### config.mk
export PLATFORM = sky130hd
export DESIGN_NAME = rstseq
export DESIGN_NICKNAME = d
export VERILOG_FILES = /design/src/rtl/rstseq.sv
export SDC_FILE = /design/constraint.sdc
export NUM_CORES = 1
export LEC_CHECK = 0
export CORE_MARGIN = 2
export CORE_UTILIZATION = 41
export CTS_CLUSTER_DIAMETER = 60
export DETAILED_ROUTE_END_ITERATION = 10
export GPL_TIMING_DRIVEN = 1
export PLACE_DENSITY = 0.69
export SLEW_MARGIN = 20
export SYNTH_ARGS = -nofsm -noshare
export SYNTH_HDL_FRONTEND = slang
export SYNTH_SLANG_ARGS = --single-unit
### constraint.sdc
create_clock -name clk -period 4.2 [get_ports clk]
set_input_delay 1.05 -clock clk [delete_from_list [all_inputs] [get_ports clk]]
set_output_delay 1.05 -clock clk [all_outputs]
set_load 0.02 [all_outputs]
### src/rtl/rstseq.sv
// rstseq: ordered reset release sequencer with soft/external reset sources and a saturating event counter.
module rstseq #(
  parameter int unsigned NUM_OUT     = 3,
  parameter int unsigned HOLD_CYCLES = 16,
  parameter int unsigned STEP_CYCLES = 4,
  parameter int unsigned CNT_W       = 8
) (
  input  logic               clk,
  input  logic               srst,
  input  logic               soft_req,
  input  logic               ext_rst,
  output logic [NUM_OUT-1:0] rst_out,
  output logic               ready,
  output logic               busy,
  output logic               soft_ack,
  output logic [CNT_W-1:0]   rst_count
);
  localparam int HW = HOLD_CYCLES > 1 ? $clog2(HOLD_CYCLES) : 1;
  localparam int SW = STEP_CYCLES > 1 ? $clog2(STEP_CYCLES) : 1;
  localparam logic [HW-1:0] HOLD_LAST = HW'(HOLD_CYCLES - 1);
  localparam logic [SW-1:0] STEP_LAST = SW'(STEP_CYCLES - 1);
  typedef enum logic [1:0] {HOLD, RELEASE, RUN} state_t;
  state_t r_state, w_state;
  logic [HW-1:0] r_hold, w_hold;
  logic [SW-1:0] r_step, w_step;
  logic [NUM_OUT-1:0] r_rst_out, w_rst_out, w_shift;
  logic r_ready, w_ready, r_busy, r_soft_ack, r_ext_q, r_srst_q;
  logic [CNT_W-1:0] r_count;
  logic w_src, w_evt;
  assign w_src   = soft_req | ext_rst;
  assign w_evt   = soft_req | (ext_rst & ~r_ext_q);
  // Outputs release strictly in bit order, so each release is a left shift.
  assign w_shift = r_rst_out << 1;
  always_comb begin
    w_state   = r_state;
    w_hold    = r_hold;
    w_step    = r_step;
    w_rst_out = r_rst_out;
    w_ready   = r_ready;
    if (w_src) begin
      w_state   = HOLD;
      w_hold    = '0;
      w_rst_out = '1;
      w_ready   = 1'b0;
    end else if (r_state == HOLD && !r_srst_q) begin
      if (r_hold == HOLD_LAST) begin
        w_rst_out = w_shift;
        w_step    = '0;
        w_ready   = w_shift == '0;
        w_state   = w_shift == '0 ? RUN : RELEASE;
      end else begin
        w_hold = r_hold + 1'b1;
      end
    end else if (r_state == RELEASE) begin
      if (r_step == STEP_LAST) begin
        w_step    = '0;
        w_rst_out = w_shift;
        w_ready   = w_shift == '0;
        w_state   = w_shift == '0 ? RUN : RELEASE;
      end else begin
        w_step = r_step + 1'b1;
      end
    end
  end
  // The first edge after srst only arms the hold counter, so release timing counts from that edge.
  always_ff @(posedge clk) begin
    if (srst) begin
      r_state    <= HOLD;
      r_hold     <= '0;
      r_step     <= '0;
      r_rst_out  <= '1;
      r_ready    <= 1'b0;
      r_busy     <= 1'b1;
      r_soft_ack <= 1'b0;
      r_count    <= '0;
      r_ext_q    <= 1'b1;
      r_srst_q   <= 1'b1;
    end else begin
      r_state    <= w_state;
      r_hold     <= w_hold;
      r_step     <= w_step;
      r_rst_out  <= w_rst_out;
      r_ready    <= w_ready;
      r_busy     <= ~w_ready;
      r_soft_ack <= soft_req;
      r_count    <= (w_evt && !(&r_count)) ? r_count + 1'b1 : r_count;
      r_ext_q    <= ext_rst;
      r_srst_q   <= 1'b0;
    end
  end
  assign rst_out   = r_rst_out;
  assign ready     = r_ready;
  assign busy      = r_busy;
  assign soft_ack  = r_soft_ack;
  assign rst_count = r_count;
endmodule
==> flow_summary.ini, run 1 <==
[status]
status = completed

[global_routing]
antenna_found_initial = 0
grt_usage_pct = 17.1
grt_first_pass_wirelength_um = 3530
grt.overflow.total = 0
grt_start_max_net_pins = 15
first_global_vias = 824

[timing]
tightestPinTransition_ps = 927
rsz0062_at_grt = no
final_max_slew_viol_count = 0
setup_viol = 0
relSlewSlack_pct = 38.2
final.setup.tns_ps = 0
fin_skew_ps = 2.06
finalWorstSetupSlack_ps = 1620
hold_violations = 0
clock.fmax_mhz = 387
final.period_utilization_pct = 61.4
min_period_ps = 2580

[yosys]
synth_edf_count = 0
yosysSeqAreaShare_pct = 48.1
synth.distinct_cells = 29
synth_nets = 118
synthesis.area_um2 = 998
yosys-top-cells-area = dfxtp_1 (48%), a21oi_1 (7.0%), ha_1 (3.8%), nand2_1 (3.8%), o21ai_0 (3.5%)
synth_area_per_cell_um2 = 9.00
synth.largest_area_cell = dfxtp_1
synth_most_common_cell = dfxtp_1
synth_warnings = 0
synth_cells = 111
ys.flop_type = dfxtp_1
synth_seq_cells = 24
synth_top_area_share_pct = 48.1
synthTopCellsByCount = dfxtp_1 (24), a21oi_1 (14), nand2_1 (10)
async_reset_ff_share_pct = 0

[run]
maxCapViolations = 0

[floorplanning]
die-area_um2 = 2850
die_h_um = 53.4
die_width_um = 53.4
core_area_um2 = 2250
rows = 17
io_pins = 18
start_util_pct = 44.3

[finish]
drive_above_1_share_pct = 6.25
n_antenna_cell = 0
area_growth_pct = 21.6
finish.instance_area_um2 = 1210
nNetsFinal = 137

[cts]
cts.clk_slew.worst_paths_ps = 120
holdBufCountCts = 0
h-tree-depth = 1
clock_latency_ps = 300
cts_setup_buffers = 0
cts_tree = yes
cts_buffers = 3
cts.sinks = 24
clockRootBuffer = clkbuf_4
cts.repair.resized = 0
clockBufferDepth = 2

[setup_path]
path_cells = clkdlybuf4s50_1 -> nor2b_1 -> o22ai_1 -> o21ai_0 -> a21oi_1
cpLargestDelayFamily = compound AO/OA/AOI/OAI gates
slowest_delay_ps = 710
crit_type = input pin to flop
worst-path-buf-inv = 1
required_ps = 4430
arrival_ps = 2810
start_kind = input pin
cp_slowest_cell = o22ai_1
cp-end-kind = flop
path_max_fanout = 14

[detailed_routing]
via_count = 869
firstDrtPassIters = 4
drc_errors = 0
drt-wirelength-per-cell_um = 12.7
drt-initial-drc-count = 15
drt_wl_total_um = 1990
viasPerCell = 5.57
ant_nets = 0

[pwr]
leakagePower_uw = 0.000434
power.density_nw_per_um2 = 297
ir_drop_v = 0.000197

[placed_design]
hpwl_um = 1400
io_buffers = 17
placed_area_um2 = 1190
pre_cts_slack_ps = 1350
gp_congestion = 0.699

[min_path]
hp-class = flop to flop
==> cell usage in the layout (no fill, tap or decap), drive strengths merged <==
master,n
dfxtp,24
clkdlybuf4s50,17
a21oi,14
nand2,10
nor2,8
o21ai,7
or3,5
nand3,5
nor3,4
or4,4
nor2b,3
o31ai,3
ha,3
clkbuf,3
inv,2
nand4,2
xor2,2
or2,1
nand4b,1
and3,1
and4b,1
nand3b,1
o31a,1
o22ai,1
a2111o,1
or3b,1
mux2,1
and2,1
mux2i,1
==> final timing paths <==
kind	startpoint	end	slack, ps	cells past startpoint
max	ext_rst	rst_count[3]$_SDFFE_PP0P_	1620	5
min	rst_out[0]$_SDFFE_PP1P_	rst_out[0]$_SDFFE_PP1P_	480	2
max reg2reg	rst_count[0]$_SDFFE_PP0P_	rst_count[3]$_SDFFE_PP0P_	2140	5
min reg2reg	rst_out[0]$_SDFFE_PP1P_	rst_out[0]$_SDFFE_PP1P_	480	2
==> worst min-delay path: cells and delay by family, from the launching register on <==
family | cells | cell delay (ps)
DFF | 1 | 350
and+or+nand+nor | 2 | 100
==> layer usage <==
layer / global-route usage, % / up-vias / wire, um
met5: 0 / - / 0
met3: 2.82 / 2 / 79
li1: - / 442 / -
met1: 20.5 / 407 / 942
met4: 7.69 / 0 / 14
met2: 29.6 / 18 / 948
==> sequential cells by signal, summed over array words and instances, names as in the netlist <==
register	count
busy	1
r_ext_q	1
r_hold	4
r_srst_q	1
r_state	2
r_step	2
ready	1
rst_count	8
rst_out	3
soft_ack	1
==> area by class of cell <==
class | instances | area (um2)
clock buffers | 3 | 22.5
fillers | 220 | 1040
inverters | 2 | 7.51
multi-input cells | 82 | 498
flip-flops and latches | 24 | 480
well taps | 28 | 35.0
repair buffers | 17 | 170
==> metrics by stage <==
step	cells	power (uW)	util, %	hold slack (ps)
after detailed placement	153	269	52.8	466
after global placement	153	268	52.8	445
after global routing	156	380	53.8	505
after CTS	156	367	53.8	487
final	156	360	53.8	483
after floorplan	111	257	-	436
==> cells by family (layout without fill, tap and decap cells) <==
| family | count (synthesis) | after routing | synth area share (%) |
|---|---|---|---|
| adders and majority gates | 3 | 3 | 3.76 |
| DFF | 24 | 24 | 48.1 |
| xor gates and xnor gates | 2 | 2 | 1.75 |
| and+or+nand+nor | 48 | 48 | 26.7 |
| buffers and inverters | 5 | 22 | 2.01 |
| muxes | 2 | 2 | 2.13 |
| AOI/OAI and AO/OA | 27 | 27 | 15.5 |
==> power by group <==
group          switching (uW)  internal, uW  total, uW
registers                3.64           232        236
logic                    16.0          12.8       28.8
clock network            62.4          33.4       95.8
total                    82.0           278        360
No activity file was read; power rests on OpenSTA's default activity.
==> run 2, diff against run 1 <==
- PLACE_DENSITY: 0.69 -> 0.71
- clock period: 4.2 -> 2.15 ns (I/O delays scaled with it)
==> flow_summary.ini, run 2 (same netlist as run 1, synthesis figures left out) <==
[cts]
holdBufCountCts = 0
clock_latency_ps = 310
clockBufferDepth = 2
cts.repair.resized = 0
cts_buffers = 3
cts.sinks = 24
clockRootBuffer = clkbuf_4
cts_setup_buffers = 0
cts_tree = yes
cts.clk_slew.worst_paths_ps = 130
h-tree-depth = 1

[timing]
setup_viol = 0
tightestPinTransition_ps = 547
min_period_ps = 1960
final.period_utilization_pct = 91.2
final.setup.tns_ps = 0
clock.fmax_mhz = 510
relSlewSlack_pct = 63.3
finalWorstSetupSlack_ps = 189
fin_skew_ps = 3.18
final_max_slew_viol_count = 0
hold_violations = 0
rsz0062_at_grt = no

[pwr]
p_int_uw = 586
clockPowerShare_pct = 31.7
power.density_nw_per_um2 = 609
leakagePower_uw = 0.000455
ir_drop_v = 0.000462
seqPwrFrac_pct = 60.4
p_sw_share_pct = 23.1
switchingPower_uw = 176
combPwrFrac_pct = 7.9
power_uw = 762

[detailed_routing]
drt-initial-drc-count = 9
drt_wl_total_um = 1940
firstDrtPassIters = 4
ant_nets = 0
viasPerCell = 5.42
via_count = 867
drt-wirelength-per-cell_um = 12.1
drc_errors = 0

[global_routing]
first_global_vias = 733
grt_first_pass_wirelength_um = 3140
antenna_found_initial = 0
grt.overflow.total = 0
grt_usage_pct = 15.2
grt_start_max_net_pins = 14

[setup_path]
critical_path_depth = 1
crit_type = flop to output port
arrival_ps = 1420
cpLargestDelayFamily = buffers and inverters
cp_slowest_cell = clkdlybuf4s50_1
cp-end-kind = output port
slowest_delay_ps = 650
worst-path-buf-inv = 1
path_cells = clkdlybuf4s50_1
start_kind = flop
required_ps = 1610
path_max_fanout = 7
r2r_cells = 5

[finish]
area_growth_pct = 25.2
fillers = 208
final_common_cell = dfxtp_1
finish.utilization_pct = 55.4
finish.instance_area_um2 = 1250
n_antenna_cell = 0
final_cell_mix = dfxtp_1 (24), clkdlybuf4s50_1 (17), a21oi_1 (14)
nNetsFinal = 140
largest_register_ffs = 8
drive_above_1_share_pct = 9.09

[placed_design]
gp_congestion = 0.747
hpwl_um = 1420
io_buffers = 17
placed_area_um2 = 1210
pre_cts_slack_ps = 31.4

[floorplanning]
die-area_um2 = 2850
start_util_pct = 44.3
rows = 17
die_h_um = 53.4
io_pins = 18
core_area_um2 = 2250
die_width_um = 53.4

[run]
maxCapViolations = 0

[status]
status = completed

[min_path]
hp-class = flop to flop
whs_path_depth = 2
## run 2: cell types whose count changed in the layout (fill, tap and decap cells not counted)
cell	change
buf_4	+3
clkbuf_8	+1
## run 2: layout make-up
cell class	instances	area, um2	share of cell area, %
multi-input cells	82	498	39.8
flip-flops and latches	24	480	38.4
repair buffers	20	193	15.4
clock buffers	4	36.3	2.90
well taps	28	35.0	2.80
inverters	2	7.51	0.601
## run 2: power by group through the flow
stage	registers [uW]	logic (uW)	clock network, uW
2_1_floorplan	477	25.0	0
3_3_place_gp	470	58.9	0
3_5_place_dp	470	60.0	0
4_1_cts	461	60.3	250
5_1_grt	462	65.6	264
6_report	460	59.9	242
## run 2: final timing paths
path / from / endpoint / slack (ps)
setup / recovery: rst_count[4]$_SDFFE_PP0P_ / rst_count[4] / 190
hold / removal: r_step[1]$_SDFFE_PP0P_ / r_step[1]$_SDFFE_PP0P_ / 480
setup reg to reg: r_hold[0]$_SDFFE_PP0P_ / r_step[0]$_SDFFE_PP0P_ / 290
hold reg to reg: r_step[1]$_SDFFE_PP0P_ / r_step[1]$_SDFFE_PP0P_ / 480
## run 2: layer usage
layer  global-route usage (%)  wire length [um]  vias up  part of all wire [%]
li1                         -                 -      446                     -
met1                     18.1               905      398                    47
met2                     25.1               917       21                    47
met3                     6.21               104        2                   5.4
met4                     3.42                15        0                  0.77
met5                        0                 0        -                     0
## run 2: stage by stage
stage	std cells	hold slack [ps]
5_1_grt	160	520
4_1_cts	160	478
3_5_place_dp	156	459
6_report	160	477
3_3_place_gp	156	447
2_1_floorplan	111	436
==> run 3, diff against run 2 <==
- CORE_MARGIN: 2 -> not set
- CTS_CLUSTER_SIZE: not set -> 40
==> flow_summary.ini, run 3 (same netlist as run 1, synthesis figures left out) <==
[status]
status = completed

[pwr]
ir_drop_v = 0.000789
power.density_nw_per_um2 = 672
leakagePower_uw = 0.000462
power_uw = 851

[timing]
hold_violations = 0
fin_skew_ps = 1.45
final.period_utilization_pct = 90.8
hold_slack_ps = 472
relSlewSlack_pct = 61.4
setup_viol = 0
tightestPinTransition_ps = 575
rsz0062_at_grt = no
final.setup.tns_ps = 0
clock.fmax_mhz = 512
min_period_ps = 1950
final_max_slew_viol_count = 0

[setup_path]
crit_type = flop to output port
timing.rr.start = r_hold[0]$_SDFFE_PP0P_
worstReg2RegEnd = r_step[0]$_SDFFE_PP0P_
slowest_delay_ps = 640
timing.reg2reg.setup_slack_ps = 280
cpLargestDelayFamily = buffers and inverters
startpoint = rst_count[4]$_SDFFE_PP0P_
cp-end-kind = output port
arrival_ps = 1410
path_cells = clkdlybuf4s50_1
path_max_fanout = 7
r2r_cells = 5
start_kind = flop
worst-path-buf-inv = 1
cp_slowest_cell = clkdlybuf4s50_1
required_ps = 1610

[detailed_routing]
drc_errors = 0
viasPerCell = 5.35
drt_wl_total_um = 2030
ant_nets = 0
via_count = 856
firstDrtPassIters = 4
drt-wirelength-per-cell_um = 12.7
drt-initial-drc-count = 12

[min_path]
hp-class = flop to flop
worstHoldStart = r_step[1]$_SDFFE_PP0P_
whs_path_depth = 2
hold_end = r_step[1]$_SDFFE_PP0P_

[floorplanning]
core_area_um2 = 2250
io_pins = 18
die_width_um = 51.4
die_h_um = 51.4
rows = 17
start_util_pct = 44.3
die-area_um2 = 2640

[global_routing]
grt.overflow.total = 0
antenna_found_initial = 0
grt_usage_pct = 17.1
grt_first_pass_wirelength_um = 3330
first_global_vias = 787
grt_start_max_net_pins = 15

[cts]
clock_latency_ps = 320
h-tree-depth = 1
cts_setup_buffers = 0
clockBufferDepth = 2
cts.sinks = 24
holdBufCountCts = 0
clockRootBuffer = clkbuf_4
cts_buffers = 3
cts.repair.resized = 0
cts_tree = yes
cts.clk_slew.worst_paths_ps = 140

[finish]
area_growth_pct = 26.8
nNetsFinal = 140
n_antenna_cell = 0
finish.utilization_pct = 56.2
drive_above_1_share_pct = 9.09
final_cell_mix = dfxtp_1 (24), clkdlybuf4s50_1 (17), a21oi_1 (14)
final_common_cell = dfxtp_1
largest_register_ffs = 8

[placed_design]
hpwl_um = 1460
gp_congestion = 0.699
io_buffers = 17

[run]
maxCapViolations = 0
## run 3: changes by cell type in the layout (fill, tap and decap cells not counted), sizes merged
| cell | change |
|---|---|
| clkbuf | -1 |
| bufinv | +1 |
## run 3: layout make-up
cell class                 instances  area [um2]
fill                             210         988
clock buffer                       3        22.5
clock inverter                     1        30.0
inverter                           2        7.51
timing repair buffer              20         193
sequential                        24         480
multi-input combinational         82         498
tap                               28        35.0
## run 3: stage by stage
step / cell area [um2] / setup WS (ps) / std cells
2_1_floorplan: 998 / 446 / 111
3_5_place_dp: 1210 / 32.6 / 156
5_1_grt: 1270 / 109 / 160
6_report: 1270 / 198 / 160
4_1_cts: 1270 / 191 / 160
3_3_place_gp: 1210 / 54.1 / 156
## run 3: worst max path at each step
stage / end / slack (ps) / cells past startpoint
floorplan: r_step[0]$_SDFFE_PP0P_ / 450 / 5
global placement: rst_count[6]$_SDFFE_PP0P_ / 50 / 6
CTS: rst_count[4] / 190 / 1
finish: rst_count[4] / 200 / 1
global route: rst_count[4] / 110 / 1
detailed placement: rst_count[6]$_SDFFE_PP0P_ / 30 / 6
## run 3: routing by layer
metal / global-route usage (%) / vias up / share of wire [%]
li1: - / 451 / -
met1: 19.3 / 385 / 46
met2: 29.8 / 18 / 49
met3: 6.25 / 2 / 3.8
met4: 5.41 / 0 / 0.74
met5: 0 / - / 0
## run 3: where the power goes
part	leakage, uW	total (uW)	internal (uW)	switching (uW)
logic	0.000239	60.8	28.9	31.9
registers	0.000195	461	453	7.15
clock network	0.0000279	330	189	141
total	0.000462	851	671	180
